$ cat src/rtl/cb_shift_pkg.sv
// Shared types for the CB-prefix shift/rotate engine: op and state encodings,
// Z80 flag bit positions, and the flag generator also used by the tv80 benches.
package cb_shift_pkg;

  localparam int MAX_DW = 64;

  typedef enum logic [2:0] {
    OP_RLC = 3'd0,
    OP_RRC = 3'd1,
    OP_RL  = 3'd2,
    OP_RR  = 3'd3,
    OP_SLA = 3'd4,
    OP_SRA = 3'd5,
    OP_SLL = 3'd6,
    OP_SRL = 3'd7
  } op_e;

  typedef enum logic [2:0] {
    ST_IDLE  = 3'd0,
    ST_RD    = 3'd1,
    ST_SHIFT = 3'd2,
    ST_WR    = 3'd3,
    ST_DONE  = 3'd4
  } state_e;

  localparam int FLAG_S = 7;
  localparam int FLAG_Z = 6;
  localparam int FLAG_Y = 5;
  localparam int FLAG_H = 4;
  localparam int FLAG_X = 3;
  localparam int FLAG_P = 2;
  localparam int FLAG_N = 1;
  localparam int FLAG_C = 0;

  // res must be zero-extended from the operand width; sign is the operand MSB.
  function automatic logic [7:0] cb_flags(input logic [MAX_DW-1:0] res,
                                          input logic sign,
                                          input logic c);
    logic [7:0] f;
    f         = 8'h00;
    f[FLAG_S] = sign;
    f[FLAG_Z] = (res == '0);
    f[FLAG_Y] = res[5];
    f[FLAG_H] = 1'b0;
    f[FLAG_X] = res[3];
    f[FLAG_P] = ~^res;
    f[FLAG_N] = 1'b0;
    f[FLAG_C] = c;
    return f;
  endfunction

endpackage

$ cat src/rtl/cb_shift_step.sv
// One combinational shift/rotate step of the CB group; zero latency, no flow control.
module cb_shift_step #(
  parameter int DW = 8
) (
  input  logic [2:0]    op,
  input  logic [DW-1:0] x,
  input  logic          c,
  output logic [DW-1:0] x_nxt,
  output logic          c_nxt
);
  import cb_shift_pkg::*;

  always_comb begin
    x_nxt = x;
    c_nxt = c;
    case (op)
      OP_RLC: begin x_nxt = {x[DW-2:0], x[DW-1]}; c_nxt = x[DW-1]; end
      OP_RRC: begin x_nxt = {x[0], x[DW-1:1]};    c_nxt = x[0];    end
      OP_RL:  begin x_nxt = {x[DW-2:0], c};       c_nxt = x[DW-1]; end
      OP_RR:  begin x_nxt = {c, x[DW-1:1]};       c_nxt = x[0];    end
      OP_SLA: begin x_nxt = {x[DW-2:0], 1'b0};    c_nxt = x[DW-1]; end
      OP_SRA: begin x_nxt = {x[DW-1], x[DW-1:1]}; c_nxt = x[0];    end
      OP_SLL: begin x_nxt = {x[DW-2:0], 1'b1};    c_nxt = x[DW-1]; end
      OP_SRL: begin x_nxt = {1'b0, x[DW-1:1]};    c_nxt = x[0];    end
      default: begin x_nxt = x; c_nxt = c; end
    endcase
  end

endmodule

$ cat src/rtl/cb_shift_engine.sv
// Sequential CB shift/rotate executor with optional memory read-modify-write.
// Latency n+1 (register) or n+3 (memory, zero-wait); bus phases stall until mem_ack.
module cb_shift_engine #(
  parameter int DW    = 8,
  parameter int AW    = 16,
  parameter int CNT_W = 3
) (
  input  logic             clk,
  input  logic             reset,
  input  logic             start,
  input  logic [2:0]       op,
  input  logic             mem_mode,
  input  logic [AW-1:0]    addr,
  input  logic [DW-1:0]    reg_in,
  input  logic [7:0]       flags_in,
  input  logic [CNT_W-1:0] count,
  output logic             busy,
  output logic             done,
  output logic [DW-1:0]    result,
  output logic [7:0]       flags_out,
  output logic             mem_req,
  output logic             mem_we,
  output logic [AW-1:0]    mem_addr,
  output logic [DW-1:0]    mem_wdata,
  input  logic [DW-1:0]    mem_rdata,
  input  logic             mem_ack
);
  import cb_shift_pkg::*;

  state_e           state;
  logic [2:0]       op_q;
  logic             mem_mode_q;
  logic [CNT_W-1:0] rem;
  logic [DW-1:0]    work;
  logic             carry;

  logic [DW-1:0]     x_nxt;
  logic              c_nxt;
  logic [DW-1:0]     fin_x;
  logic              fin_c;
  logic [MAX_DW-1:0] fin_ext;
  logic [7:0]        fin_flags;
  logic              unused_flags;

  assign unused_flags = ^flags_in[7:1];

  cb_shift_step #(.DW(DW)) u_step (
    .op    (op_q),
    .x     (work),
    .c     (carry),
    .x_nxt (x_nxt),
    .c_nxt (c_nxt)
  );

  // Final value comes straight from the step in register mode, from the
  // already-shifted working register when finishing a memory write.
  always_comb begin
    fin_x   = (state == ST_SHIFT) ? x_nxt : work;
    fin_c   = (state == ST_SHIFT) ? c_nxt : carry;
    fin_ext = '0;
    fin_ext[DW-1:0] = fin_x;
  end

  assign fin_flags = cb_flags(fin_ext, fin_x[DW-1], fin_c);

  always_ff @(posedge clk) begin
    if (reset) begin
      state      <= ST_IDLE;
      op_q       <= 3'd0;
      mem_mode_q <= 1'b0;
      rem        <= '0;
      work       <= '0;
      carry      <= 1'b0;
      busy       <= 1'b0;
      done       <= 1'b0;
      result     <= '0;
      flags_out  <= 8'h00;
      mem_req    <= 1'b0;
      mem_we     <= 1'b0;
      mem_addr   <= '0;
      mem_wdata  <= '0;
    end else begin
      done <= 1'b0;
      case (state)
        ST_IDLE: begin
          if (start) begin
            op_q       <= op;
            mem_mode_q <= mem_mode;
            carry      <= flags_in[0];
            rem        <= (count == '0) ? CNT_W'(1) : count;
            busy       <= 1'b1;
            if (mem_mode) begin
              mem_req  <= 1'b1;
              mem_we   <= 1'b0;
              mem_addr <= addr;
              state    <= ST_RD;
            end else begin
              work  <= reg_in;
              state <= ST_SHIFT;
            end
          end
        end
        ST_RD: begin
          if (mem_ack) begin
            work    <= mem_rdata;
            mem_req <= 1'b0;
            state   <= ST_SHIFT;
          end
        end
        ST_SHIFT: begin
          work  <= x_nxt;
          carry <= c_nxt;
          rem   <= rem - CNT_W'(1);
          if (rem == CNT_W'(1)) begin
            if (mem_mode_q) begin
              mem_req   <= 1'b1;
              mem_we    <= 1'b1;
              mem_wdata <= x_nxt;
              state     <= ST_WR;
            end else begin
              done      <= 1'b1;
              result    <= fin_x;
              flags_out <= fin_flags;
              state     <= ST_DONE;
            end
          end
        end
        ST_WR: begin
          if (mem_ack) begin
            mem_req   <= 1'b0;
            mem_we    <= 1'b0;
            done      <= 1'b1;
            result    <= fin_x;
            flags_out <= fin_flags;
            state     <= ST_DONE;
          end
        end
        ST_DONE: begin
          busy  <= 1'b0;
          state <= ST_IDLE;
        end
        default: begin
          busy    <= 1'b0;
          mem_req <= 1'b0;
          mem_we  <= 1'b0;
          state   <= ST_IDLE;
        end
      endcase
    end
  end

endmodule

$ cat config.mk
export PLATFORM = sky130hd
export DESIGN_NAME = cb_shift_engine
export DESIGN_NICKNAME = d
export VERILOG_FILES = /design/src/rtl/cb_shift_pkg.sv /design/src/rtl/cb_shift_step.sv /design/src/rtl/cb_shift_engine.sv
export SDC_FILE = /design/constraint.sdc
export NUM_CORES = 1
export LEC_CHECK = 0
export BUFFER_PORTS_ARGS = -buffer_cell sky130_fd_sc_hd__buf_4
export CAP_MARGIN = 20
export CORE_UTILIZATION = 41
export DETAILED_ROUTE_END_ITERATION = 8
export HOLD_SLACK_MARGIN = 0.02
export PLACE_DENSITY = 0.69
export SYNTH_ARGS = -nofsm -noshare
export SYNTH_HDL_FRONTEND = slang
export SYNTH_SLANG_ARGS = --single-unit
$ cat constraint.sdc
create_clock -name clk -period 2.4 [get_ports clk]
set_clock_uncertainty 0.2 [all_clocks]
set_input_delay 0.36 -clock clk [delete_from_list [all_inputs] [get_ports clk]]
set_output_delay 0.36 -clock clk [all_outputs]
set_load 0.02 [all_outputs]
# [Yosys cells after proc, flatten, opt, wreduce, memory -nomap -nowiden]
# Index checks and enable logic that the tools add are counted.
[word_totals] reg_bits=63 input_bits=51 word_cells=105
[classes] n_addsub=1 eq_ne=21 mux=43 bitwise=3 reduce_logical=23
[op_table] operator="two-way mux 8 bit" count=10
[op_table] operator="logical NOT 64 bit" count=1
[op_table] operator="case mux 8 bit (8 select lines)" count=1
[op_table] operator="XNOR reduction 64 bit" count=1
[op_table] operator="case mux 8 bit (2 select lines)" count=2
[op_table] operator="case mux 8 bit (3 select lines)" count=1
[op_table] operator="two-way mux 3 bit" count=7
[op_table] operator="equality test 3 bit (second input constant)" count=5
[op_table] operator="!= test 2 bit (second input constant)" count=7
[op_table] operator="two-way mux 1 bit" count=13
[op_table] operator="equality test 3 x 2 -> 1 bit (second input constant)" count=4
[op_table] operator="case mux 3 bit (4 select lines)" count=1
[op_table] operator="AND reduction 4 bit" count=3
[op_table] operator="AND reduction 6 bit" count=2
[op_table] operator="equality test 3 x 1 -> 1 bit (second input constant)" count=3
[op_table] operator="logical NOT 3 bit" count=3
[op_table] operator="case mux 1 bit (2 select lines)" count=4
[op_table] operator="case mux 1 bit (4 select lines)" count=2
[op_table] operator="OR reduction 4 bit" count=2
[op_table] operator="case mux 3 bit (2 select lines)" count=1
[op_table] operator="AND reduction 2 bit" count=3
[op_table] operator="AND reduction 3 bit" count=2
[op_table] operator="!= test 2 x 1 -> 1 bit (second input constant)" count=2
[op_table] operator="nonzero test 2 bit" count=2
[op_table] operator="other kinds (6)" count=9

# [Depth between registers and ports, before layout]
[logic_depth] ltp_word=7 ltp_mapped=10 mapped_depth_nobuf=9

# [By module]
# From an unflattened synthesis, not the netlist that was laid out.
[unflattened] hier_cells=341 area_unflattened_um2=2920.3
[modules_own_cells] module="cb_shift_engine" n_inst=1 cells_per_inst=323 area_per_inst_um2=2748.9 seq_area_each_um2=1161.1
[modules_own_cells] module="cb_shift_step" n_inst=1 cells_per_inst=18 area_per_inst_um2=171.4 seq_area_each_um2=0.0

# [Least setup slack after synthesis]
# OpenSTA, ideal clock, no wires.
[synth_timing] path_kind="register to register" startpoint="register state[1]" endpoint="register flags_out[2]" arrival_ns=2.065 setup_slack_ns=0.065 path_stages_with_launch=11 n_path_buf=2 period_less_slack_ns=2.335 path_cell_list="dfxtp_1 buf_4 nor3b_2 clkbuf_1 o211ai_1 and2_1 ha_1 xnor2_1 xnor2_1 nand2_1 a21oi_1"
[synth_via] elab_chain_cells=6 word_cells_on_any_way=13 cone_classes="eq/ne: 5; mux: 5; reduce/logical: 3"
[synth_lines] item="start, declared" line_no="cb_shift_engine.sv:30" rtl="state_e state;"
[synth_lines] item="start signal, assigned" line_no="cb_shift_engine.sv:68" rtl="state <= ST_IDLE;"
[synth_lines] item="start signal, assigned" line_no="cb_shift_engine.sv:96" rtl="state <= ST_RD;"
[synth_lines] item="start signal, assigned" line_no="cb_shift_engine.sv:99" rtl="state <= ST_SHIFT;"
[synth_lines] item="equality test 3 x 2 -> 1 bit" line_no="cb_shift_engine.sv:58, cb_shift_engine.sv:84"
[synth_lines] item="two-way mux 8 bit" line_no="cb_shift_engine.sv:58" rtl="fin_x = (state == ST_SHIFT) ? x_nxt : work;"
[synth_lines] item="XNOR reduction 64 bit" line_no="cb_shift_pkg.sv:46" rtl="f[FLAG_P] = ~^res;"
[synth_lines] item="two-way mux 8 bit" line_no="cb_shift_engine.sv:115" rtl="if (mem_mode_q) begin"
[synth_lines] item="two-way mux 8 bit" line_no="cb_shift_engine.sv:114" rtl="if (rem == CNT_W'(1)) begin"
[synth_lines] item="case mux 8 bit (2 select lines)" line_no="cb_shift_engine.sv:84" rtl="case (state)"
[synth_lines] item="end signal, assigned" line_no="cb_shift_engine.sv:123" rtl="flags_out <= fin_flags;"
[synth_lines] item="end signal, assigned" line_no="cb_shift_engine.sv:134" rtl="flags_out <= fin_flags;"
[synth_lines] item="end, declared" line_no="cb_shift_engine.sv:20" rtl="output logic [7:0] flags_out,"
# Parallel ways exist; a longest one is shown, timed or not. The select of a mux whose other input is x is not followed.
# A chain may end at the register's enable or synchronous reset.

# [Final worst setup path]
[layout_timing] startpoint="register op_q[1]" endpoint="register flags_out[2]"
[layout_via] elab_chain_cells=7 word_cells_on_any_way=15 cone_classes="eq/ne: 7; mux: 6; reduce/logical: 2"
[layout_lines] item="start, declared" line_no="cb_shift_engine.sv:31" rtl="logic [2:0] op_q;"
[layout_lines] item="start signal, assigned" line_no="cb_shift_engine.sv:87" rtl="op_q <= op;"
[layout_lines] item="equality test 3 bit, or another cell as far along" line_no="cb_shift_step.sv:16" rtl="case (op)"
[layout_lines] item="case mux 8 bit (8 select lines) *" line_no="cb_shift_step.sv:16"
[layout_lines] item="two-way mux 8 bit *" line_no="cb_shift_engine.sv:58"
[layout_lines] item="XNOR reduction 64 bit *" line_no="cb_shift_pkg.sv:46"
[layout_lines] item="two-way mux 8 bit" line_no="cb_shift_engine.sv:115"
[layout_lines] item="two-way mux 8 bit" line_no="cb_shift_engine.sv:114"
[layout_lines] item="case mux 8 bit (2 select lines) *" line_no="cb_shift_engine.sv:84"
# Mark *: on every way between the ends. The rest lies on a longest branch, timed or not. The select of a mux whose other input is x is not followed.

==> flow_summary_export.csv <==
group,metric,value,unit
power,power.density,888.8,nW/um2
logic_synthesis,synth.top_cells.by_area,"dfxtp_1 (40%), nand2_1 (9.0%), a21oi_1 (5.9%)",
logic_synthesis,synth-main-ff-cell,"dfxtp_1",
logic_synthesis,netlist.top_cell.by_area,"dfxtp_1",
logic_synthesis,number_of_flops_mapped_to_enable_cells_by_yosys,0,
job,max_cap_violations,0,
clock_network,ctsRootBufferMaster,"clkbuf_8",
timing,tns,0,ns
placed_design,dp_cells,527,
setup_path,critical_path.endpoint_type,"flip-flop",
drt,detailedRoute.firstPassIterationCount,4,
power,ir_drop,451.3,uV
timing,unrepaired_setup_endpoints_after_global_routing,"false",
floorplanning,fp.dieArea,7351,um2
min_path,min_delay_path_depth,3,
cells_and_area,flow.area_growth_from_synthesis,35.25,%
min_path,timing.hold.worst_endpoint,"carry$_SDFFE_PP0P_",
timing,final-setup-viol-count,0,
timing,timing_hold_violations_final,0,
floorplanning,floorplan.die.width,85.74,um
clock_network,clk_latency,0.34,ns
drt,routed_via_density,5.059,
placed_design,post_detailed_placement_half_perimeter_wirelength,5.245,mm
clock_network,clk_pin_slew,0.07,ns
floorplanning,design.core.area,6794,um2
logic_synthesis,total_standard_cell_area_after_synthesis,2875,um2
setup_path,timing.critical_path.fanout_max,5,
logic_synthesis,syn_area_per_cell,8.009,um2
floorplanning,std_cell_rows,30,
outcome,status,"finished, final reports clean",
placed_design,finalWeightedCongestion,0.8700,
logic_synthesis,synth_compound_gate_area_share,0.2302,
clock_network,hold_buffers,0,
global_routing,grt_max_degree,30,
drt,finalWirelength,7.147,mm
timing,worst_hold_slack,0.06081,ns
logic_synthesis,synth_xor_area_frac,0.009138,
setup_path,rr_startpoint,"op_q[1]$_SDFFE_PP0P_",
timing,clock.fmax,0.4397,GHz
cells_and_area,layout.cells.non_filler,543,
clock_network,cts_tree,"yes",
logic_synthesis,synth_async_sr_flop_share,0,
cells_and_area,num-nets-final,499,
global_routing,grt_antenna_before_repair,0,
min_path,timing.hold.worst.class,"in -> reg",
cells_and_area,antenna-diode-count,0,
cells_and_area,multi_input_area,1544,um2
cells_and_area,nFillCells,637,
cells_and_area,layout.cells.most_common,"buf_4",
logic_synthesis,yosysTopAreaCellShare,0.4038,
cells_and_area,register_area,1161,um2
drt,drc_errors,0,
logic_synthesis,ys_seq_area_frac,0.4038,
drt,detail-route-antenna-nets,0,
setup_path,required,2.46,ns
global_routing,gr-usage-all-layers,0.2022,
clock_network,numCtsBuffers,9,
clock_network,cts_setup_buffers,0,
floorplanning,pin_count,95,
placed_design,place.port_buffers,85,
clock_network,clock_tree.buffer_depth,2,
setup_path,critPathLaunchType,"flip-flop",
floorplanning,floorplan.die.height,85.74,um
logic_synthesis,yosysWarnings,0,
min_path,worstHoldStart,"flags_in[0]",
power,total_leakage_power,0.001576,uW
logic_synthesis,synth_simple_gate_area_share,0.2202,
floorplanning,initial_utilization,0.4232,
logic_synthesis,synth_top_family_by_area,"compound AO/OA/AOI/OAI gates",
setup_path,setup.worst_path.class,"reg -> reg",
drt,wl_per_cell,13.16,um
logic_synthesis,synth_adder_area_share,0.02611,
drt,routed-via-count,2747,
clock_network,htree_levels,3,
clock_network,cts_resized,0,
logic_synthesis,yosys_register_bits,58,
global_routing,globalRouteOverflowTotal,0,
setup_path,reg2reg_setup_slack,0.13,ns
logic_synthesis,post_synth_num_cell_types,53,
cells_and_area,layout_common_cells,"buf_4 (101), nand2_1 (69), dfxtp_1 (58)",
timing,period_share,0.9475,
clock_network,cts.sinks,58,
setup_path,worst_ep_arrival_time,2.34,ns
global_routing,grt_pass1_vias,2415,
setup_path,worst_r2r_path_depth,8,
logic_synthesis,proportion_of_synthesized_area_in_mux_cells,0.04526,
cells_and_area,share_of_cells_above_drive_strength_1,0.2864,
timing,drv_slew,0,
global_routing,grt_pass1_wl,11.70,mm
setup_path,critical_path.reg2reg.endpoint,"flags_out[2]$_SDFFE_PP0P_",
logic_synthesis,synthesis.instances,359,
timing,final_period_minus_worst_setup_slack,2.274,ns
drt,drtIter0Drc,114,
[metal layers]
layer / vias up / part of all wire / GRT usage / wire length [um]
met5: - / 0 / 0 / 0
met4: 0 / 0.018 / 0.08333 / 129
met3: 11 / 0.055 / 0.04524 / 391
met2: 82 / 0.43 / 0.2924 / 3079
met1: 1227 / 0.50 / 0.2894 / 3547
li1: 1427 / - / - / -
[per-stage QoR]
stage / worst slack, ns / util / total power, uW / area (um2)
floorplan: 0.06451 / - / 1977 / 2879
global placement: 0.1707 / 0.5333 / 2303 / 3623
detailed placement: 0.1070 / 0.5333 / 2325 / 3623
CTS: 0.06911 / 0.5704 / 3458 / 3875
global route: 0.008235 / 0.5724 / 3666 / 3889
finish: 0.1260 / 0.5724 / 3456 / 3889
[power breakdown]
group | internal, uW | switching (uW)
registers | 1080 | 93.1
logic | 533 | 618
clock network | 743 | 393
[synthesized netlist by cell type, drive strengths merged, types with 3 or more instances]
cell type and number:
nand3 5, dfxtp 58, o211ai 17, nand2b 4, buf 16, o21ai 16
nor2 34, o31ai 4, o21a 3, a31oi 4, nor2b 4, ha 6
a21oi 34, o22ai 5, xnor2 3, and2 4, inv 6, nand2 69
mux2i 13, a211oi 9, clkbuf 16
[logic make-up (layout without fill, tap and decap cells)]
logic type      after synthesis  count (layout)
compound gates              104             104
xor+xnor                      3               3
other cells                   1               2
flops                        58              58
fa+ha+maj                     6               6
buf+inv                      38             125
simple gates                136             136
mux                          13              13
[registers in the layout, indices dropped and copies added, names as in the netlist, 3 cells and up]
| signal | count |
|---|---|
| flags_out | 3 |
| mem_addr | 16 |
| mem_wdata | 8 |
| op_q | 3 |
| rem | 3 |
| result | 8 |
| state | 3 |
| work | 8 |
[critical path: stages, from the launching register on]
cell and delay (ns):
dfxtp_1 0.34, or3b_2 0.48, a21oi_2 0.18, o22ai_1 0.14
ha_1 0.33, xnor2_1 0.18, xnor2_1 0.13, nand2_1 0.07
a21oi_1 0.15
[final cells by class]
class,instances,area share
sequential,58,0.2986
inverter,6,0.005792
multi-input combinational,264,0.3970
tap,96,0.03089
timing repair buffer,103,0.2030
clock inverter,5,0.02574
clock buffer,11,0.03893
[how the worst max path moves through the flow]
stage / startpoint / to / slack, ns / depth (start not counted)
4_1_cts: op_q[1]$_SDFFE_PP0P_ / flags_out[2]$_SDFFE_PP0P_ / 0.07 / 8
2_1_floorplan: state[1]$_SDFFE_PP0P_ / flags_out[2]$_SDFFE_PP0P_ / 0.06 / 10
5_1_grt: state[2]$_SDFFE_PP0P_ / flags_out[2]$_SDFFE_PP0P_ / 0.008 / 9
3_5_place_dp: op_q[1]$_SDFFE_PP0P_ / flags_out[2]$_SDFFE_PP0P_ / 0.11 / 8
6_report: op_q[1]$_SDFFE_PP0P_ / flags_out[2]$_SDFFE_PP0P_ / 0.13 / 8
3_3_place_gp: state[2]$_SDFFE_PP0P_ / flags_out[2]$_SDFFE_PP0P_ / 0.17 / 9
(Power assumes the default switching activity.)
